`config.mk`:
```
export PLATFORM = sky130hd
export DESIGN_NAME = dvi_video_timing_ctrl
export DESIGN_NICKNAME = d
export VERILOG_FILES = /design/src/rtl/dvi_video_timing_ctrl.sv
export SDC_FILE = /design/constraint.sdc
export NUM_CORES = 1
export LEC_CHECK = 0
export BUFFER_PORTS_ARGS = -buffer_cell sky130_fd_sc_hd__buf_4
export CAP_MARGIN = 20
export CORE_MARGIN = 2
export CORE_UTILIZATION = 55
export DETAILED_ROUTE_END_ITERATION = 16
export GPL_TIMING_DRIVEN = 0
export MAX_ROUTING_LAYER = met4
export PLACE_DENSITY = 0.83
export RECOVER_POWER = 25
export SLEW_MARGIN = 20
export SYNTH_ARGS = -nofsm -noshare
export SYNTH_HDL_FRONTEND = slang
export SYNTH_SLANG_ARGS = --single-unit
```
`constraint.sdc`:
```
create_clock -name pxlclk -period 2.2 [get_ports pxlclk]
set_input_delay 0.11 -clock pxlclk [delete_from_list [all_inputs] [get_ports pxlclk]]
set_output_delay 0.11 -clock pxlclk [all_outputs]
set_load 0.05 [all_outputs]
```
`src/rtl/dvi_video_timing_ctrl.sv`:
```
// DVI pixel-clock timing sequencer: counters, syncs, de, pixel request, underflow.
// Optional DVI_TEST_PATTERN_EN adds an 8-bar colour pattern output.
module dvi_video_timing_ctrl #(
  parameter int unsigned H_ACTIVE  = 640,
  parameter int unsigned H_FP      = 16,
  parameter int unsigned H_SYNC    = 96,
  parameter int unsigned H_BP      = 48,
  parameter int unsigned V_ACTIVE  = 480,
  parameter int unsigned V_FP      = 10,
  parameter int unsigned V_SYNC    = 2,
  parameter int unsigned V_BP      = 33,
  parameter bit          HSYNC_POL = 1'b0,
  parameter bit          VSYNC_POL = 1'b0
) (
  input  logic        pxlclk,
  input  logic        rst,
  input  logic        enable,
  input  logic        pix_valid,
  input  logic        err_clear,
  output logic        hsync,
  output logic        vsync,
  output logic        de,
  output logic [10:0] x,
  output logic [10:0] y,
  output logic        pix_req,
  output logic        frame_start,
  output logic        line_start,
  output logic        running,
  output logic        underflow,
  output logic [15:0] underflow_cnt
`ifdef DVI_TEST_PATTERN_EN
  ,
  output logic [23:0] pattern_rgb
`endif
);

  localparam int unsigned H_TOTAL = H_ACTIVE + H_FP + H_SYNC + H_BP;
  localparam int unsigned V_TOTAL = V_ACTIVE + V_FP + V_SYNC + V_BP;

  localparam logic [10:0] H_ACT  = 11'(H_ACTIVE);
  localparam logic [10:0] V_ACT  = 11'(V_ACTIVE);
  localparam logic [10:0] H_LAST = 11'(H_TOTAL - 1);
  localparam logic [10:0] V_LAST = 11'(V_TOTAL - 1);
  localparam logic [10:0] HS_S   = 11'(H_ACTIVE + H_FP);
  localparam logic [10:0] HS_E   = 11'(H_ACTIVE + H_FP + H_SYNC);
  localparam logic [10:0] VS_S   = 11'(V_ACTIVE + V_FP);
  localparam logic [10:0] VS_E   = 11'(V_ACTIVE + V_FP + V_SYNC);

  typedef enum logic [1:0] {IDLE, RUN, DRAIN} state_e;

  state_e      state_q, state_d;
  logic [10:0] h_q, h_d, v_q, v_d;
  logic        frame_end;

  logic        de_q, de_d, hsync_q, hsync_d, vsync_q, vsync_d;
  logic [10:0] x_q, x_d, y_q, y_d;
  logic        req_q, req_d, fs_q, fs_d, ls_q, ls_d, run_q, run_d;
  logic        uf_q, uf_d;
  logic [15:0] cnt_q, cnt_d;

  assign frame_end = (h_q == H_LAST) && (v_q == V_LAST);

  always_ff @(posedge pxlclk) begin
    if (rst) begin
      state_q <= IDLE;
      h_q     <= '0;
      v_q     <= '0;
    end else begin
      state_q <= state_d;
      h_q     <= h_d;
      v_q     <= v_d;
    end
  end

  always_comb begin
    state_d = state_q;
    case (state_q)
      IDLE:    if (enable) state_d = RUN;
      RUN:     if (!enable) state_d = DRAIN;
      DRAIN: begin
        if (enable)         state_d = RUN;
        else if (frame_end) state_d = IDLE;
      end
      default: state_d = IDLE;
    endcase
  end

  always_comb begin
    h_d = '0;
    v_d = '0;
    if (state_q != IDLE) begin
      if (h_q == H_LAST) begin
        h_d = '0;
        v_d = (v_q == V_LAST) ? '0 : v_q + 11'd1;
      end else begin
        h_d = h_q + 11'd1;
        v_d = v_q;
      end
    end
  end

  always_comb begin
    run_d   = (state_q != IDLE);
    de_d    = run_d && (h_q < H_ACT) && (v_q < V_ACT);
    hsync_d = (run_d && h_q >= HS_S && h_q < HS_E) ? HSYNC_POL : ~HSYNC_POL;
    vsync_d = (run_d && v_q >= VS_S && v_q < VS_E) ? VSYNC_POL : ~VSYNC_POL;
    x_d     = de_d ? h_q : '0;
    y_d     = de_d ? v_q : '0;
    fs_d    = run_d && (h_q == '0) && (v_q == '0);
    ls_d    = run_d && (h_q == '0);
    // request looks at where the counters will be next cycle
    req_d   = (state_d != IDLE) && (h_d < H_ACT) && (v_d < V_ACT);
    uf_d    = uf_q;
    cnt_d   = cnt_q;
    if (err_clear) begin
      uf_d  = 1'b0;
      cnt_d = '0;
    end else if (de_q && !pix_valid) begin
      uf_d  = 1'b1;
      cnt_d = (&cnt_q) ? cnt_q : cnt_q + 16'd1;
    end
  end

  always_ff @(posedge pxlclk) begin
    if (rst) begin
      de_q    <= 1'b0;
      hsync_q <= ~HSYNC_POL;
      vsync_q <= ~VSYNC_POL;
      x_q     <= '0;
      y_q     <= '0;
      req_q   <= 1'b0;
      fs_q    <= 1'b0;
      ls_q    <= 1'b0;
      run_q   <= 1'b0;
      uf_q    <= 1'b0;
      cnt_q   <= '0;
    end else begin
      de_q    <= de_d;
      hsync_q <= hsync_d;
      vsync_q <= vsync_d;
      x_q     <= x_d;
      y_q     <= y_d;
      req_q   <= req_d;
      fs_q    <= fs_d;
      ls_q    <= ls_d;
      run_q   <= run_d;
      uf_q    <= uf_d;
      cnt_q   <= cnt_d;
    end
  end

  assign hsync         = hsync_q;
  assign vsync         = vsync_q;
  assign de            = de_q;
  assign x             = x_q;
  assign y             = y_q;
  assign pix_req       = req_q;
  assign frame_start   = fs_q;
  assign line_start    = ls_q;
  assign running       = run_q;
  assign underflow     = uf_q;
  assign underflow_cnt = cnt_q;

`ifdef DVI_TEST_PATTERN_EN
  localparam logic [10:0] BAR_W = 11'(H_ACTIVE / 8);

  logic [2:0]  bar;
  logic [23:0] rgb_d, rgb_q;

  always_comb begin
    bar   = 3'(h_q / BAR_W);
    rgb_d = '0;
    if (de_d) begin
      case (bar)
        3'd0:    rgb_d = 24'hFFFFFF;
        3'd1:    rgb_d = 24'hFFFF00;
        3'd2:    rgb_d = 24'h00FFFF;
        3'd3:    rgb_d = 24'h00FF00;
        3'd4:    rgb_d = 24'hFF00FF;
        3'd5:    rgb_d = 24'hFF0000;
        3'd6:    rgb_d = 24'h0000FF;
        default: rgb_d = 24'h000000;
      endcase
    end
  end

  always_ff @(posedge pxlclk) begin
    if (rst) rgb_q <= '0;
    else     rgb_q <= rgb_d;
  end

  assign pattern_rgb = rgb_q;
`endif

endmodule

```
==> impl_metrics.py <==
metrics = {
    "critical_path": {
        "crit_path_max_fanout": 6,
        "path_cells": "ha_4 -> and4_4 -> buf_6 -> nand3_1 -> mux2_4 -> o21a_1 -> a311o_1 -> nor4_2",
        "worstSetupPathType": "register to register",
        "worstPathArrival_ns": 2.36,
        "r2r-start": "h_q[1]",
        "start_kind": "register",
        "slowest_stage": "dfxtp_4",
        "slowest_delay_ns": 0.38,
        "critical_path.endpoint_type": "register",
        "critPathRequiredTime_ns": 2.45,
        "startpoint": "h_q[1]",
    },
    "detailed_routing": {
        "post-route-drc-count": 0,
        "post_drt_via_cell_ratio": 5.349,
        "ant_nets": 0,
        "drtIter0Drc": 132,
        "firstDrtPassIters": 4,
        "wire_per_inst_um": 13.91,
        "wirelength_mm": 6.605,
        "vias": 2541,
    },
    "layout": {
        "n_fill_cell": 397,
        "seq_area_um2": 1411,
        "drive_above_1_share_pct": 18.52,
        "fin_cells": 475,
        "diodes": 0,
        "syn_to_final_growth_pct": 23.40,
        "nets": 410,
        "multi_input_area_um2": 1484,
    },
    "grt": {
        "grt-ovfl-total": 0,
        "grt_pass1_wl_mm": 10.75,
        "grt_use_total_pct": 23.01,
        "grt_max_degree": 13,
        "antenna_found_initial": 0,
        "grt_pass1_vias": 2364,
    },
    "logic_synthesis": {
        "ys_top_cells_by_count": "dfxtp_1, nor2_1, nand2_1",
        "synth_area_leader_cell": "dfxtp_1",
        "synth_edf_count": 0,
        "synth_most_common_cell": "dfxtp_1",
        "synth_top_area_share_pct": 47.06,
        "synth-seq-cells": 70,
        "yosysUniqueCellTypes": 46,
        "yosysWarnings": 0,
        "ys_seq_area_share_pct": 47.06,
        "synth_ff_type": "dfxtp_1",
        "syn_area_per_cell_um2": 8.969,
        "netlist_area_um2": 2978,
        "synth.area.top_cells": "dfxtp_1, nor2_1, xor2_1, nand2_1, xnor2_1",
        "syn_inst": 332,
        "postSynth.asyncResetShare_pct": 0,
    },
    "floorplanning": {
        "die_area_um2": 6019,
        "fp.dieW_um": 77.58,
        "ioPinCount": 51,
        "fp-row-count": 26,
        "die_h_um": 77.58,
        "start_util_pct": 57.57,
        "fp.coreArea_um2": 5172,
    },
    "power_and_ir_drop": {
        "power_frac_comb_pct": 4.2,
        "internal_power_mw": 1.944,
        "switching_share_pct": 22.41,
        "vdd.ir_drop.worst_mv": 0.3739,
        "leakage_nw": 1.390,
        "switchingPower_uw": 561.6,
        "power.total_mw": 2.506,
        "power.density_nw_per_um2": 682.0,
        "seqPwrFrac_pct": 51.3,
        "clkPwrFrac_pct": 44.5,
    },
    "timing": {
        "timing.final.crit_share_pct": 96.06,
        "fin_ws_ns": 0.08658,
        "max_freq_mhz": 473.2,
        "tightest_slew_ns": 0.6243,
        "period_needed_ns": 2.113,
        "drv_slew": 0,
        "clock_skew_ns": 0.01027,
        "hold_viol": 0,
        "finalSetupViolCount": 0,
        "slew_headroom_pct": 58.06,
        "holdWs_ns": 0.09013,
    },
    "clock_network": {
        "clkTransAtPathRegs_ns": 0.07,
        "worstSkewPairLatency_ns": 0.34,
        "cts-buffers-inserted": 9,
        "h-tree-depth": 3,
        "clkSinkCount": 70,
        "cts_tree": "yes",
        "clockBufferDepth": 2,
        "root_buffer": "clkbuf_8",
    },
    "hold_path": {
        "min_path_type": "input port to register",
        "hp-start": "pix_valid",
    },
    "place": {
        "place_inst": 454,
        "place_congestion": 0.8662,
        "dp_hpwl_mm": 4.408,
        "portBuffers": 50,
        "dp_slack_ns": -0.02458,
    },
    "job": {
        "drv_cap": 0,
    },
    "status": {
        "outcome": "completed",
    },
}
critical path, delay by kind of cell, from the launching register on:
kind,cells,cell delay [ns]
compound gates,2,0.48
fa+ha+maj,1,0.14
buf+inv,1,0.11
flops,1,0.38
mux,1,0.33
simple gates,3,0.58
timing repair:
action / in CTS / in global routing
hold endpoints to repair: 2 / 0
pin swaps: 0 / 4
hold buffers: 2 / 0
gates resized for setup: 2 / 20
setup endpoints to repair: 1 / 9
buffers inserted: 0 / 3
worst paths after layout:
kind	slack, ns	end	depth (start not counted)
worst max register to register	0.09	pix_req	8
worst min-delay path	0.09	underflow	4
worst min register to register	0.46	h_q[0]	1
worst max-delay path	0.09	pix_req	8
per-layer routing:
metal	track usage, %	wire length, um
met5	-	0
met4	8.571	56
met3	6.395	385
met1	28.39	2943
met2	36.03	3220
power by group through the flow:
stage / registers [mW] / clock network, mW / logic (mW)
floorplan: 1.35 / 0 / 0.0369
global placement: 1.32 / 0 / 0.104
detailed placement: 1.32 / 0 / 0.106
CTS: 1.29 / 1.12 / 0.110
global route: 1.29 / 1.19 / 0.114
finish: 1.29 / 1.11 / 0.106
layout by cell type, fill, tap and decap left out, types with 9 or more instances in the layout:
cell type,Yosys,routed
and2_1,18,18
buf_4,4,30
clkbuf_1,7,35
clkbuf_8,0,9
dfxtp_1,70,66
nand2_1,31,30
nand3_1,15,15
nand4_1,10,10
nor2_1,47,47
xnor2_1,13,13
xor2_1,18,18
sequential cells by signal (all words and copies together), names as in the netlist:
signal and count:
underflow 1, pix_req 1, running 1, h_q 11
hsync 1, frame_start 1, vsync 1, v_q 11
de 1, x 11, state_q 2, underflow_cnt 16
line_start 1, y 11
stage by stage:
stage	area [um2]	utilization, %	setup TNS [ns]
6_report	3675	71.05	0
5_1_grt	3675	71.05	-0.02010
4_1_cts	3691	71.36	0
3_5_place_dp	3448	66.67	-0.02458
3_3_place_gp	3448	66.67	0
2_1_floorplan	2985	-	0
layout make-up:
cell class	count	area share, %
plain buffers	20	3.473
clock buffers	10	3.473
clock inverters	6	2.349
inverters	9	0.9193
multi-input cells	235	40.38
flip-flops and latches	70	38.41
well taps	70	2.383
repair buffers	55	8.614
cell families (layout without fill, tap and decap cells):
logic type	after synthesis	in the layout	synth area share, %
buffers and inverters	29	100	5.042
and+or+nand+nor	165	165	29.45
AOI/OAI and AO/OA	27	27	5.672
other	1	3	0.1259
xor gates and xnor gates	31	31	9.118
muxes	4	4	1.429
DFF	70	70	47.06
adders and majority gates	5	5	2.101
No activity file was read; power rests on OpenSTA's default activity.
